File: config.mk
export PLATFORM = sky130hd
export DESIGN_NAME = dmem_arbiter
export DESIGN_NICKNAME = d
export VERILOG_FILES = /design/src/rtl/dmem_arbiter.sv
export SDC_FILE = /design/constraint.sdc
export NUM_CORES = 1
export LEC_CHECK = 0
export ABC_AREA = 0
export CAP_MARGIN = 5
export CORE_AREA = 2 2 194 196
export DETAILED_ROUTE_END_ITERATION = 6
export DIE_AREA = 0 0 196 198
export PLACE_DENSITY = 0.44
export SLEW_MARGIN = 15
export SYNTH_ARGS = -nofsm -noshare
export SYNTH_HDL_FRONTEND = slang
export SYNTH_SLANG_ARGS = --single-unit
File: constraint.sdc
create_clock -name clk -period 2.89 [get_ports clk]
set_input_delay 0.289 -clock clk [delete_from_list [all_inputs] [get_ports clk]]
set_output_delay 0.289 -clock clk [all_outputs]
set_load 0.02 [all_outputs]
File: src/rtl/dmem_arbiter.sv
// rtl/dmem_arbiter.sv - single-port data memory arbiter between CPU load/store port and NoC NIC
// CPU-priority arbitration with NIC aging, bounded NIC burst lock and one-cycle read return steering.
module dmem_arbiter #(
    parameter int ADDR_W   = 32,
    parameter int DATA_W   = 64,
    parameter int MAX_WAIT = 4,
    parameter int LOCK_MAX = 8
) (
    input  logic              clk,
    input  logic              reset,
    input  logic              cpu_req_i,
    input  logic              cpu_wr_i,
    input  logic [ADDR_W-1:0] cpu_addr_i,
    input  logic [DATA_W-1:0] cpu_wdata_i,
    output logic              cpu_gnt_o,
    output logic              cpu_rvalid_o,
    output logic [DATA_W-1:0] cpu_rdata_o,
    input  logic              nic_req_i,
    input  logic              nic_wr_i,
    input  logic              nic_lock_i,
    input  logic [ADDR_W-1:0] nic_addr_i,
    input  logic [DATA_W-1:0] nic_wdata_i,
    output logic              nic_gnt_o,
    output logic              nic_rvalid_o,
    output logic [DATA_W-1:0] nic_rdata_o,
    output logic              mem_en_o,
    output logic              mem_wr_en_o,
    output logic [ADDR_W-1:0] mem_addr_o,
    output logic [DATA_W-1:0] mem_wdata_o,
    input  logic [DATA_W-1:0] mem_rdata_i,
    output logic              lock_active_o
);

    localparam int WAIT_W = $clog2(MAX_WAIT + 1);
    localparam int LOCK_W = $clog2(LOCK_MAX + 1);

    typedef enum logic [1:0] {
        ARB       = 2'd0,
        NIC_LOCK  = 2'd1,
        CPU_FIRST = 2'd2
    } state_t;

    state_t              state_q, state_d;
    logic [WAIT_W-1:0]   nic_wait_q, nic_wait_d;
    logic [LOCK_W-1:0]   lock_cnt_q, lock_cnt_d;
    logic [LOCK_W-1:0]   lock_cnt_inc;
    logic                cpu_rvalid_q, nic_rvalid_q;
    logic                cpu_gnt, nic_gnt;

    always_comb begin
        cpu_gnt = 1'b0;
        nic_gnt = 1'b0;
        case (state_q)
            ARB: begin
                if (nic_req_i && nic_wait_q == WAIT_W'(MAX_WAIT)) begin
                    nic_gnt = 1'b1;
                end else if (cpu_req_i) begin
                    cpu_gnt = 1'b1;
                end else begin
                    nic_gnt = nic_req_i;
                end
            end
            NIC_LOCK: nic_gnt = nic_req_i;
            CPU_FIRST: begin
                if (cpu_req_i) begin
                    cpu_gnt = 1'b1;
                end else begin
                    nic_gnt = nic_req_i;
                end
            end
            default: ;
        endcase
        if (!reset) begin
            cpu_gnt = 1'b0;
            nic_gnt = 1'b0;
        end
    end

    // The ARB grant that opens a burst already counts as the first of LOCK_MAX.
    always_comb begin
        state_d      = state_q;
        lock_cnt_d   = lock_cnt_q;
        lock_cnt_inc = lock_cnt_q + LOCK_W'(nic_gnt);
        case (state_q)
            ARB: begin
                lock_cnt_d = '0;
                if (nic_gnt && nic_lock_i) begin
                    if (LOCK_MAX == 1) begin
                        state_d = CPU_FIRST;
                    end else begin
                        state_d    = NIC_LOCK;
                        lock_cnt_d = LOCK_W'(1);
                    end
                end
            end
            NIC_LOCK: begin
                if (!nic_lock_i) begin
                    state_d    = ARB;
                    lock_cnt_d = '0;
                end else if (lock_cnt_inc == LOCK_W'(LOCK_MAX)) begin
                    state_d    = CPU_FIRST;
                    lock_cnt_d = '0;
                end else begin
                    lock_cnt_d = lock_cnt_inc;
                end
            end
            default: begin
                state_d    = ARB;
                lock_cnt_d = '0;
            end
        endcase

        if (nic_req_i && !nic_gnt) begin
            nic_wait_d = (nic_wait_q == WAIT_W'(MAX_WAIT)) ? nic_wait_q : nic_wait_q + WAIT_W'(1);
        end else begin
            nic_wait_d = '0;
        end
    end

    always_ff @(posedge clk) begin
        if (!reset) begin
            state_q      <= ARB;
            nic_wait_q   <= '0;
            lock_cnt_q   <= '0;
            cpu_rvalid_q <= 1'b0;
            nic_rvalid_q <= 1'b0;
        end else begin
            state_q      <= state_d;
            nic_wait_q   <= nic_wait_d;
            lock_cnt_q   <= lock_cnt_d;
            cpu_rvalid_q <= cpu_gnt && !cpu_wr_i;
            nic_rvalid_q <= nic_gnt && !nic_wr_i;
        end
    end

    always_comb begin
        mem_wr_en_o = 1'b0;
        mem_addr_o  = '0;
        mem_wdata_o = '0;
        if (cpu_gnt) begin
            mem_wr_en_o = cpu_wr_i;
            mem_addr_o  = cpu_addr_i;
            mem_wdata_o = cpu_wdata_i;
        end else if (nic_gnt) begin
            mem_wr_en_o = nic_wr_i;
            mem_addr_o  = nic_addr_i;
            mem_wdata_o = nic_wdata_i;
        end
    end

    assign mem_en_o      = cpu_gnt | nic_gnt;
    assign cpu_gnt_o     = cpu_gnt;
    assign nic_gnt_o     = nic_gnt;
    assign cpu_rvalid_o  = cpu_rvalid_q;
    assign nic_rvalid_o  = nic_rvalid_q;
    assign cpu_rdata_o   = cpu_rvalid_q ? mem_rdata_i : '0;
    assign nic_rdata_o   = nic_rvalid_q ? mem_rdata_i : '0;
    assign lock_active_o = (state_q == NIC_LOCK);

endmodule

# --- Yosys cells after proc, flatten, opt, wreduce, memory -nomap -nowiden ---
# Cells that the tools add are included.
op_classes:
  reduce_logical: 11
  n_addsub: 2
  n_bitwise: 1
  eq_ne: 6
  n_mux: 24
op_table:
  columns: ["op", "count"]
  rows:
  - ["$mux W64", 4]
  - ["$mux W32", 2]
  - ["$mux W1", 9]
  - ["$mux W4", 2]
  - ["$pmux W4 S2", 1]
  - ["$mux W2", 3]
  - ["$logic_and A1 B1 Y1", 5]
  - ["$add A4 B1 Y4", 1]
  - ["$eq A4 B4 Y1 const B", 1]
  - ["$pmux W2 S2", 1]
  - ["$reduce_and A2 Y1", 2]
  - ["$add A3 B1 Y3 const B", 1]
  - ["$eq A3 B3 Y1 const B", 1]
  - ["$logic_not A1 Y1", 3]
  - ["$ne A3 B2 Y1 const B", 1]
  - ["$pmux W1 S3", 1]
  - ["$eq A2 B1 Y1 const B", 1]
  - ["$eq A2 B2 Y1 const B", 1]
  - ["$logic_not A2 Y1", 1]
  - ["$ne A2 B2 Y1 const B", 1]
  - ["$pmux W1 S2", 1]
  - ["$or A1 B1 Y1", 1]
word_totals:
  input_bits: 263
  reg_bits: 11
  out_inout_bits: 231
  word_cells: 49

# --- Depth between registers and ports, before layout ---
# Gate-level depths: netlist of run 1.
depth:
  ltp_word: 10
  ltp_mapped: 10
  ltp_nobuf: 9

# --- Worst setup path after synthesis of run 1 ---
# No wires, ideal clock.
synth_timing:
  path_type: "reg-to-reg"
  startpoint: "register nic_wait_q[0]"
  endpoint: "register state_q[0]"
  stages_incl_launch_ff: 10
  t_required_ns: 2.754
  setup_ns: 0.136
  path_buffers: 1
  arrival_time_ns: 2.210
  slack_ns: 0.544
  synth_period_minus_slack_ns: 2.346
  cell_sequence: "dfxtp_1 inv_1 ha_1 and3b_1 o311a_1 buf_2 ha_1 ha_1 nor3_1 a311oi_1"
synth_between:
  elab_chain_len: 9
  elab_cells_between_ends: 11
  classes_between: "add/sub (1); eq/ne (4); mux (3); reduce/logical (3)"
synth_lines:
  columns: ["element", "line_no", "source"]
  rows:
  - ["start, declared", "44", "logic [WAIT_W-1:0] nic_wait_q, nic_wait_d;"]
  - ["start signal, assigned", "129", "nic_wait_q <= nic_wait_d;"]
  - ["$eq A3 B3 Y1 *", "55", "if (nic_req_i && nic_wait_q == WAIT_W'(MAX_WAIT)) begin"]
  - ["$logic_and A1 B1 Y1 *", "55", null]
  - ["$mux W1 *", "55", null]
  - ["$pmux W1 S3 *", "53", "case (state_q)"]
  - ["$mux W1 *", "73", "if (!reset) begin"]
  - ["via nic_gnt_o", "23", "output logic nic_gnt_o,"]
  - ["$add A4 B1 Y4", "83", "lock_cnt_inc = lock_cnt_q + LOCK_W'(nic_gnt);"]
  - ["$eq A4 B4 Y1", "100", "end else if (lock_cnt_inc == LOCK_W'(LOCK_MAX)) begin"]
  - ["$ne A3 B2 Y1 (no source line)", null, null]
  - ["$reduce_and A2 Y1 (no source line) *", null, null]
  - ["end signal, assigned", "128", "state_q <= state_d;"]
  - ["end, declared", "43", "state_t state_q, state_d;"]
# Mark *: on every way through the listed nets, which the timed path passes. The rest lies on a longest branch.
# A chain may end at the register's enable or synchronous reset.

# --- Worst setup path in the final report of run 1 ---
layout_timing:
  startpoint: "register nic_wait_q[0]"
  endpoint: "output port mem_wdata_o[1]"
layout_between:
  elab_chain_len: 7
  elab_cells_between_ends: 10
  classes_between: "eq/ne (1); mux (8); reduce/logical (1)"
layout_lines:
  columns: ["element", "line_no", "source"]
  rows:
  - ["$eq A3 B3 Y1 *", "55", null]
  - ["$logic_and A1 B1 Y1 *", "55", null]
  - ["$mux W1", "55", null]
  - ["$pmux W1 S3", "53", null]
  - ["$mux W1", "73", null]
  - ["$mux W64", "144", "end else if (nic_gnt) begin"]
  - ["$mux W64 *", "140", "if (cpu_gnt) begin"]
  - ["end, declared", "29", "output logic [DATA_W-1:0] mem_wdata_o,"]
# Every way passes the cells marked *; elsewhere a longest branch is shown, timed or not.

==> summary.txt, run 1 <==
Routing
  – Initial DRC count: 156
  – Final WL: 24.2 mm
  – DRT antenna net count: 0
  – DR vias: 4394
  – DR WL/cell: 19.0 um
  – Remaining DRCs: 0
  – First-pass detailed-route iteration total: 4
  – Mean number of vias per cell: 3.45

Run status
  – Status: completed

Die
  – CORE AREA: 37000 sq um
  – I/O pin total: 494
  – Chip height: 198 um
  – Row cnt: 71
  – Initial core utilization: 0.0645
  – Die width: 196 um
  – Die ar.: 38800 sq um

Clock tree
  – Root Buffer: clkbuf_16
  – Clk slew on worst S/H paths: 40 ps
  – Clock Path Buffers: 2
  – TritonCTS clock tree: done
  – Hold-fix buffers at CTS: 0
  – CTS Buf Count: 3
  – Clk_lat worst skew: 240 ps
  – CTS sink cnt: 11
  – H-tree level count: 1

Min path
  – Worst hold path class: flip-flop to flip-flop

STA
  – FMAX: 365 MHz
  – Fin Clk Skew: 1.50 ps
  – Fin. max-slew vios: 0
  – Final number of setup-violating endpoints: 0
  – Setup TNS: 0 ps
  – Worst-margin pin slew: 601 ps
  – Headroom to the max-slew limit: 0.599
  – Final hold vios: 0
  – WHS: 524 ps
  – Fin crit period: 2740 ps
  – Final period util: 0.947
  – RSZ-0062 raised after global routing: false

Setup path
  – Startpoint Class: flip-flop
  – Worst setup path category: flip-flop to primary output
  – CP max FO: 23
  – Worst EP arrival: 2450 ps
  – Critical path required time: 2600 ps
  – Reg-to-reg slack, setup: 270 ps
  – Crit path capture type: primary output

Logic synthesis
  – Post-Syn Area: 2380 sq um
  – Netlist cell types: 28
  – Register area share after synthesis: 0.0923
  – Synth warnings: 0
  – Post-synthesis register bit count: 11
  – Mapped Cells: 317
  – Syn_nets: 584
  – Avg Cell Area, Syn: 7.52 sq um

GRT
  – Antenna violations before repair: 1
  – Largest net degree at the start of global routing: 41
  – Vias in the first global route: 4397
  – First-pass GRT wire length: 32.0 mm
  – Tot GR Track Use: 0.113
  – Aggregate global routing overflow: 0

Placed design
  – Gpl congestion: 0.770
  – I/O Buffers: 493
  – Dpl hpwl: 21.5 mm

Cells and area
  – Fin util: 0.215
  – Layout cells sized above 1: 0.0388
  – Fin nets: 1068
  – Area Overhead vs Synth: 233%
  – Fillers: 4123

Power and ir drop
  – VDD IR max: 0.000170 V
  – P per Cell Area: 179 nW/um^2
  – Clock power frac: 0.179
  – Power Total: 1.42 mW
  – P_int: 924 uW
  – Net switching power: 495 uW
  – Combinational power share: 0.705
  – Lkg Pwr: 3.33 nW
  – Sequential power share: 0.116
  – Sw frac: 0.349

Flow run
  – Max-cap violation count: 0
[metrics by stage]
step | instance area, sq um | setup WS (ps) | std cells
after floorplan | 2380 | 544 | 317
after global placement | 7950 | 137 | 1270
after detailed placement | 7950 | 128 | 1270
after CTS | 7930 | 54.7 | 1274
after global routing | 7940 | 1.94 | 1274
final | 7940 | 153 | 1275
[per-layer routing]
metal	part of all wire	vias up	global-route usage	wire length (um)
li1	-	2110	-	-
met1	0.44	1980	0.146	10500
met2	0.48	302	0.203	11700
met3	0.081	2	0.0252	1970
met4	0.0011	0	0.00421	27
met5	0	-	0	0
[power by group through the flow]
stage	combinational [mW]	clock, mW	sequential, mW
after CTS	1.02	0.257	0.165
after global routing	1.06	0.271	0.166
after floorplan	0.351	0	0.160
after detailed placement	1.06	0	0.168
after global placement	1.07	0	0.167
final	1.00	0.254	0.164
[cells in the mapped netlist]
library cell / number / area [sq um]
and3_1: 2 / 12.5
nor3_1: 2 / 10.0
nor3_4: 1 / 16.3
mux2i_1: 1 / 10.0
a21oi_1: 2 / 10.0
and2_1: 130 / 813
dfxtp_1: 11 / 220
o21ai_0: 1 / 5.00
nand3b_1: 1 / 7.51
xor2_1: 1 / 8.76
buf_6: 10 / 113
o311a_1: 1 / 10.0
a311oi_1: 1 / 8.76
inv_1: 3 / 11.3
a22o_1: 97 / 850
nor4_1: 1 / 6.26
or2_1: 1 / 6.26
nand2_1: 6 / 22.5
ha_1: 4 / 50.1
nor2b_1: 2 / 12.5
xnor2_1: 2 / 17.5
nor3b_2: 1 / 12.5
clkbuf_1: 22 / 82.6
and3b_1: 1 / 8.76
nand3_1: 2 / 10.0
buf_2: 4 / 20.0
nor2_1: 6 / 22.5
or4_1: 1 / 7.51
[state kept, by name (all words and copies together) (netlist names)]
signal        cells
state_q           2
nic_wait_q        3
cpu_rvalid_o      1
nic_rvalid_o      1
lock_cnt_q        4
[placed cells by master (no fill, tap or decap), types with 3 or more instances in the layout]
cell             synthesis  routed
clkdlybuf4s50_1          0     407
buf_12                   0       6
clkbuf_16                0       3
ha_1                     4       4
inv_1                    3       3
and2_1                 130     130
dfxtp_1                 11       9
buf_4                    0      16
dlymetal6s2s_1           0       4
nand2_1                  6       6
dlygate4sd2_1            0      81
nor2_1                   6       6
a22o_1                  97      97
[cell type report]
cell class | count | area (sq um) | share of cell area
Timing Repair Buffer | 515 | 5080 | 0.640
Multi-Input combinational cell | 267 | 1950 | 0.245
Inverter | 3 | 11.3 | 0.00142
Tap cell | 474 | 593 | 0.0747
Clock buffer | 4 | 78.8 | 0.00992
Sequential cell | 11 | 223 | 0.0280
Antenna cell | 1 | 2.50 | 0.000315
[worst max-delay path: stages, from the launching register on]
cell and delay, ps:
dfxtp_1 360, inv_1 60, ha_1 230, and3b_1 210
o311a_4 450, a22o_1 310, clkdlybuf4s50_1 570
[what timing repair did]
item / CTS / global route
gates resized for setup: 82 / 4
setup endpoints to repair: 81 / 6
pin swaps: 1 / 1
setup buffers: 0 / 0
[logic make-up (layout without fill, tap and decap cells)]
group,count (synthesis),in the layout,share of synthesized area
other cells,0,1,0
buf+inv,39,522,0.0950
compound gates,102,102,0.370
simple gates,157,157,0.406
xor+xnor,3,3,0.0110
fa+ha+maj,4,4,0.0210
flops,11,11,0.0923
mux,1,1,0.00420
[path summary, 6_finish.rpt]
kind,start,to,depth (start not counted)
max,nic_wait_q[0],mem_wdata_o[1],6
min,nic_wait_q[1],nic_wait_q[1],2
max reg2reg,nic_wait_q[0],state_q[0],10
min reg2reg,nic_wait_q[1],nic_wait_q[1],2
No activity file was read; power rests on OpenSTA's default activity.
==> inputs of run 2 (changes only) <==
- SKIP_LAST_GASP: not set -> 1
==> run 2 against run 1 <==
The flow now finishes with violations (setup timing); setup slack got worse by 200 ps; sequential power barely moved; via count rose by 1.3%; clock power barely moved; first-iteration DRC count rose by 36%; sequential share of layout area fell by 0.11 points; combinational power rose by 5%; critical endpoint is now mem_wdata_o[37]; highest routed layer unchanged.
==> summary.txt, run 2 (synthesized netlist as in run 1, its figures left out) <==
Routing
  – Final WL: 25.1 mm (+3.7%)
  – DRT antenna net count: 0 (unchanged)
  – Remaining DRCs: 0 (unchanged)
  – Mean number of vias per cell: 3.49 (+1.2%)
  – Initial DRC count: 212 (+36%)
  – DR vias: 4452 (+1.3%)
  – First-pass detailed-route iteration total: 4 (unchanged)
  – DR WL/cell: 19.6 um (+3.5%)

Placed design
  – Gpl congestion: 0.770 (unchanged)
  – I/O Buffers: 493 (unchanged)
  – Placed insts: 1270 (unchanged)
  – Post-Place Cell Area: 7950 sq um (unchanged)
  – Dpl hpwl: 21.5 mm (unchanged)

Setup path
  – Crit-path cells: inv_1, ha_1, and3b_2, o311a_4, buf_4, a22o_1, clkdlybuf4s50_1
  – Worst setup path category: flip-flop to primary output
  – Critical Path Max Stage Delay: 540 ps (-30 ps)
  – Worst setup path start: nic_wait_q[0]
  – R2r startpoint: nic_wait_q[0]
  – Worst EP arrival: 2650 ps (+200 ps)
  – Worst path bufs/invs: 3 (+1)
  – Startpoint Class: flip-flop
  – CP delay by family, top: buffers and inverters
  – Crit path capture type: primary output
  – CP max FO: 20 (-13%)
  – Critical path required time: 2600 ps (about the same)
  – Slowest-stage cell, CP: clkdlybuf4s50_1

STA
  – FMAX: 340 MHz (-6.8%)
  – Final period util: 1.02 (+0.0692)
  – Fin. max-slew vios: 0 (unchanged)
  – Headroom to the max-slew limit: 0.601 (+0.00162)
  – Final hold vios: 0 (unchanged)
  – RSZ-0062 raised after global routing: true
  – Final number of setup-violating endpoints: 9 (+9)
  – WHS: 518 ps (-5.98 ps)
  – Fin crit period: 2940 ps (+200 ps)
  – Final WS setup: -47.4 ps (-200 ps)
  – Fin Clk Skew: 1.76 ps (+0.259 ps)
  – Worst-margin pin slew: 599 ps (-2.43 ps)

GRT
  – Aggregate global routing overflow: 0 (unchanged)
  – Tot GR Track Use: 0.113 (+0.000145)
  – First-pass GRT wire length: 32.0 mm (+0.15%)
  – Antenna violations before repair: 1 (unchanged)
  – Largest net degree at the start of global routing: 41 (unchanged)
  – Vias in the first global route: 4411 (+0.32%)

Power and ir drop
  – VDD IR max: 0.000172 V (+1.0%)
  – Sw frac: 0.342 (-0.00640)
  – Combinational power share: 0.714 (+0.009)
  – Power Total: 1.46 mW (+3.2%)
  – Lkg Pwr: 4.20 nW (+26%)
  – Sequential power share: 0.112 (-0.004)
  – Net switching power: 501 uW (+1.3%)
  – P per Cell Area: 177 nW/um^2 (-0.80%)
  – P_int: 963 uW (+4.2%)
  – Clock power frac: 0.174 (-0.005)

Cells and area
  – Footprint of the multi-input gates: 1980 sq um (+1.7%)
  – Fillers: 4077 (-1.1%)
  – Post-Layout Inst Area: 8260 sq um (+4.0%)
  – Commonest non-fill, non-tap cell in the layout: clkdlybuf4s50_1
  – Biggest regs: lock_cnt_q (4), nic_wait_q (3), state_q (2)
  – Largest Register: lock_cnt_q
  – Register area: 223 sq um (unchanged)
  – Fin nets: 1070 (+0.19%)
  – Non-filler cells in the finished layout: 1277 (+0.16%)
  – Fin util: 0.224 (+0.00870)
  – Area Overhead vs Synth: 247%
  – Commonest cells after routing, fill and taps aside: 412 x clkdlybuf4s50_1, 130 x and2_1, 97 x a22o_1, 80 x dlymetal6s2s_1, 17 x buf_4
  – Max reg flops: 4 (unchanged)
  – Layout cells sized above 1: 0.0449 (+0.00614)

Die
  – CORE AREA: 37000 sq um (unchanged)
  – Die width: 196 um (unchanged)
  – I/O pin total: 494 (unchanged)
  – Chip height: 198 um (unchanged)
  – Die ar.: 38800 sq um (unchanged)
  – Row cnt: 71 (unchanged)
  – Initial core utilization: 0.0645 (unchanged)

Clock tree
  – Clock Path Buffers: 2 (unchanged)
  – CTS Buf Count: 3 (unchanged)
  – H-tree level count: 1 (unchanged)
  – CTS sink cnt: 11 (unchanged)
  – Setup bufs post-CTS: 0 (unchanged)
  – Clk slew on worst S/H paths: 40 ps (about the same)
  – Clk_lat worst skew: 240 ps (about the same)
  – Root Buffer: clkbuf_16
  – TritonCTS clock tree: done

Run status
  – Status: complete, but fails checks
  – Violated checks: setup timing

Min path
  – Hold wc startpoint: nic_wait_q[1]
  – Worst hold path class: flip-flop to flip-flop

Flow run
  – Max-cap violation count: 0 (unchanged)
## run 2: worst paths after layout
check / slack, ps / end / depth (start not counted)
max reg2reg: 180 / state_q[0] / 10
min reg2reg: 520 / nic_wait_q[1] / 2
max: -50 / mem_wdata_o[37] / 7
min: 520 / nic_wait_q[1] / 2
## run 2: layout make-up
class / instances / area share
Clock buffer: 4 / 0.00954
Inverter: 3 / 0.00136
Timing Repair Buffer: 515 / 0.650
Antenna cell: 1 / 0.000303
Tap cell: 474 / 0.0718
Multi-Input combinational cell: 269 / 0.240
Sequential cell: 11 / 0.0269
## run 2: power by group through the flow
stage	sequential (mW)	clock (mW)	combinational, mW
finish	0.164	0.254	1.05
global route	0.166	0.271	1.10
CTS	0.165	0.257	1.07
detailed placement	0.168	0	1.06
global placement	0.167	0	1.07
floorplan	0.160	0	0.351
## run 2: stage by stage
stage,setup TNS (ps),setup WS (ps)
3_3_place_gp,0,137
6_report,-312,-47.4
4_1_cts,-4600,-105
5_1_grt,-1320,-166
2_1_floorplan,0,544
3_5_place_dp,0,128
## run 2: layer usage
| layer | global-route usage | wire length [um] |
|---|---|---|
| met1 | 0.146 | 10800 |
| met2 | 0.203 | 12100 |
| met3 | 0.0255 | 2120 |
| met4 | 0.00421 | 27 |
| met5 | 0 | 0 |
## run 2: what timing repair did
| action | in CTS | in global routing |
|---|---|---|
| hold buffers | 0 | 0 |
| cloned | 0 | 2 |
| resized for setup | 0 | 84 |
| pin swaps | 1 | 1 |
| setup endpoints to repair | 81 | 87 |
## run 2: worst register-to-register path: stages (launching register included)
cell and delay (ps):
dfxtp_1 360, inv_1 60, ha_1 230, and3b_2 290, o311a_2 470, buf_4 220
ha_1 200, ha_1 190, xor2_1 150, nor3_1 260, a311oi_1 140
==> variant, RTL diff (config.mk and constraints of run 2) <==
Reset style: asynchronous (`reset`), changed in one clocked block.
--- a/src/rtl/dmem_arbiter.sv
+++ b/src/rtl/dmem_arbiter.sv
@@ -119,3 +119,3 @@
 
-    always_ff @(posedge clk) begin
+    always_ff @(posedge clk or negedge reset) begin
         if (!reset) begin
Function: differs if reset is asserted again (counterexample within 4 cycles, from zero or initial values and one cycle with reset low); with reset held inactive, the same outputs for 10 cycles.
==> variant against run 2 <==
Global-route usage fell by 0.26 points. Final area shrank 0.71%. Power is 7.6% higher. Wire length decreased by 6.5%. Sequential share of layout area is 0.66 points higher. Sequential cell count did not move. Area after synthesis grew 7.7%. Critical path depth grew 1. Combinational power up 10%. Worst setup slack gained 0.11 ns. Highest routed layer is now met5.
==> variant: results <==
group,metric,value,unit
power_and_ir_drop,p_leak,3.838,nW
setup_path,crit_family,"buffers and inverters",
cts,postCtsSetupRepairBufs,0,
final_layout,fillers,4117,
cts,numCtsBuffers,3,
placement,gp_congestion,0.7539,
drt,drt_iter0_markers,83,
grt,grt_start_max_net_pins,66,
grt,grt_pass1_vias,4472,
grt,grt_pass1_wl,31500,µm
synthesis,ys_seq_area_share,10.72,%
setup_path,cp_max_fo,24,
drt,routed_via_density,3.451,
grt,antenna_found_initial,5,
synthesis,yosys_warnings,0,
final_layout,largestRegisters,"lock_cnt_q x4, nic_wait_q x3, state_q x2",
setup_path,max_stage_delay,0.60,ns
grt,grt_usage,11.07,%
synthesis,synth.distinct_cells,31,
cts,clockRootBuffer,"clkbuf_16",
synthesis,synthArstFlopShare,100.0,%
cts,path_clk_slew,0.04,ns
setup_path,r2r_slack,0.57,ns
setup_path,ff2ff_path_depth,9,
setup_path,cp.arrival,2.54,ns
setup_path,reg2reg_to,"state_q[0]",
final_layout,drive_gt1_share,3.890,%
final_layout,nets,1065,
placement,numPortBuffers,493,
drt,drt_first_pass_iters,4,
worst_hold_path,hold_class,"in2async",
cts,post_cts_resized,4,
placement,placed_cell_area,7996,µm²
run_status,outcome,"finished, final reports clean",
cts,clock_latency,0.23,ns
synthesis,synth_area_leaders,"a22o_1 (33%), and2_1 (31%), dfrtp_1 (11%)",
cts,clk_path_buf_depth,2,
setup_path,cp_slowest_cell,"clkdlybuf4s50_1",
placement,dp_hpwl,20560,µm
power_and_ir_drop,ir_drop,0.1882,mV
synthesis,synth_fp_nets,582,
setup_path,crit_end,"mem_addr_o[12]",
synthesis,synth_flop_cell,"dfrtp_1",
drt,drt-total-wl,23460,µm
setup_path,crit_path_start,"nic_wait_q[0]",
timing,skew,0.001013,ns
synthesis,synth_top_cells_by_count,"and2_1 (128), a22o_1 (97), clkbuf_1 (14)",
timing,worst_pin_slew,0.5562,ns
[variant: how the worst min path moves through the flow]
stage	to	slack, ns	cells past startpoint	startpoint
2_1_floorplan	cpu_rvalid_o	-0.007	0	reset
6_report	nic_wait_q[0]	0.37	2	reset
5_1_grt	nic_wait_q[0]	0.40	2	reset
3_5_place_dp	state_q[0]	0.59	2	lock_cnt_q[3]
4_1_cts	nic_wait_q[0]	0.38	2	reset
3_3_place_gp	nic_wait_q[1]	0.56	2	nic_wait_q[1]
[variant: metrics by stage]
stage                     setup slack [ns]  instances  util (%)  total power, mW
after floorplan                     0.6985        315         -           0.6035
after global placement             0.07517       1267     21.64            1.350
after detailed placement           0.07480       1267     21.64            1.346
after CTS                         0.001599       1271     21.84            1.608
after global routing              0.003011       1274     22.20            1.660
final                              0.06162       1274     22.20            1.575
[variant: worst reg2reg max path, delay by kind of cell (launching register included)]
| family | cells | cell delay (ns) |
|---|---|---|
| AOI/OAI and AO/OA | 2 | 0.42 |
| adders and majority gates | 3 | 0.65 |
| and+or+nand+nor | 2 | 0.40 |
| buffers and inverters | 2 | 0.30 |
| DFF | 1 | 0.41 |
[variant: cells by family (layout without fill, tap and decap cells)]
group           after synthesis  in the layout  synth area share, %
simple gates                152            152                36.26
xor+xnor                      3              3                1.024
buf+inv                      40            522                13.99
mux                           1              1               0.3899
other cells                   0              3                    0
compound gates              104            104                35.67
fa+ha+maj                     4              4                1.949
flops                        11             11                10.72
[variant: power breakdown]
part	switching, mW	total, mW	internal (mW)
Sequential	0.00564	0.167	0.161
Combinational	0.485	1.16	0.671
Clock	0.0666	0.252	0.185
Total	0.558	1.57	1.02
[variant: final cells by class]
| cell class | count | area (µm²) | share of cell area [%] |
|---|---|---|---|
| Multi-Input combinational cell | 264 | 1944 | 23.70 |
| Antenna cell | 3 | 7.507 | 0.09149 |
| Clock buffer | 4 | 78.83 | 0.9607 |
| Tap cell | 474 | 593.1 | 7.228 |
| Sequential cell | 11 | 275.3 | 3.355 |
| Inverter | 3 | 11.26 | 0.1372 |
| Timing Repair Buffer | 515 | 5295 | 64.53 |
[variant: per-layer routing]
metal | vias to the layer above | track usage (%) | wire [µm]
met5 | - | 0 | 18
met4 | 2 | 1.571 | 248
met3 | 12 | 3.066 | 2050
met2 | 306 | 19.57 | 11250
met1 | 1977 | 13.64 | 9888
li1 | 2099 | - | -
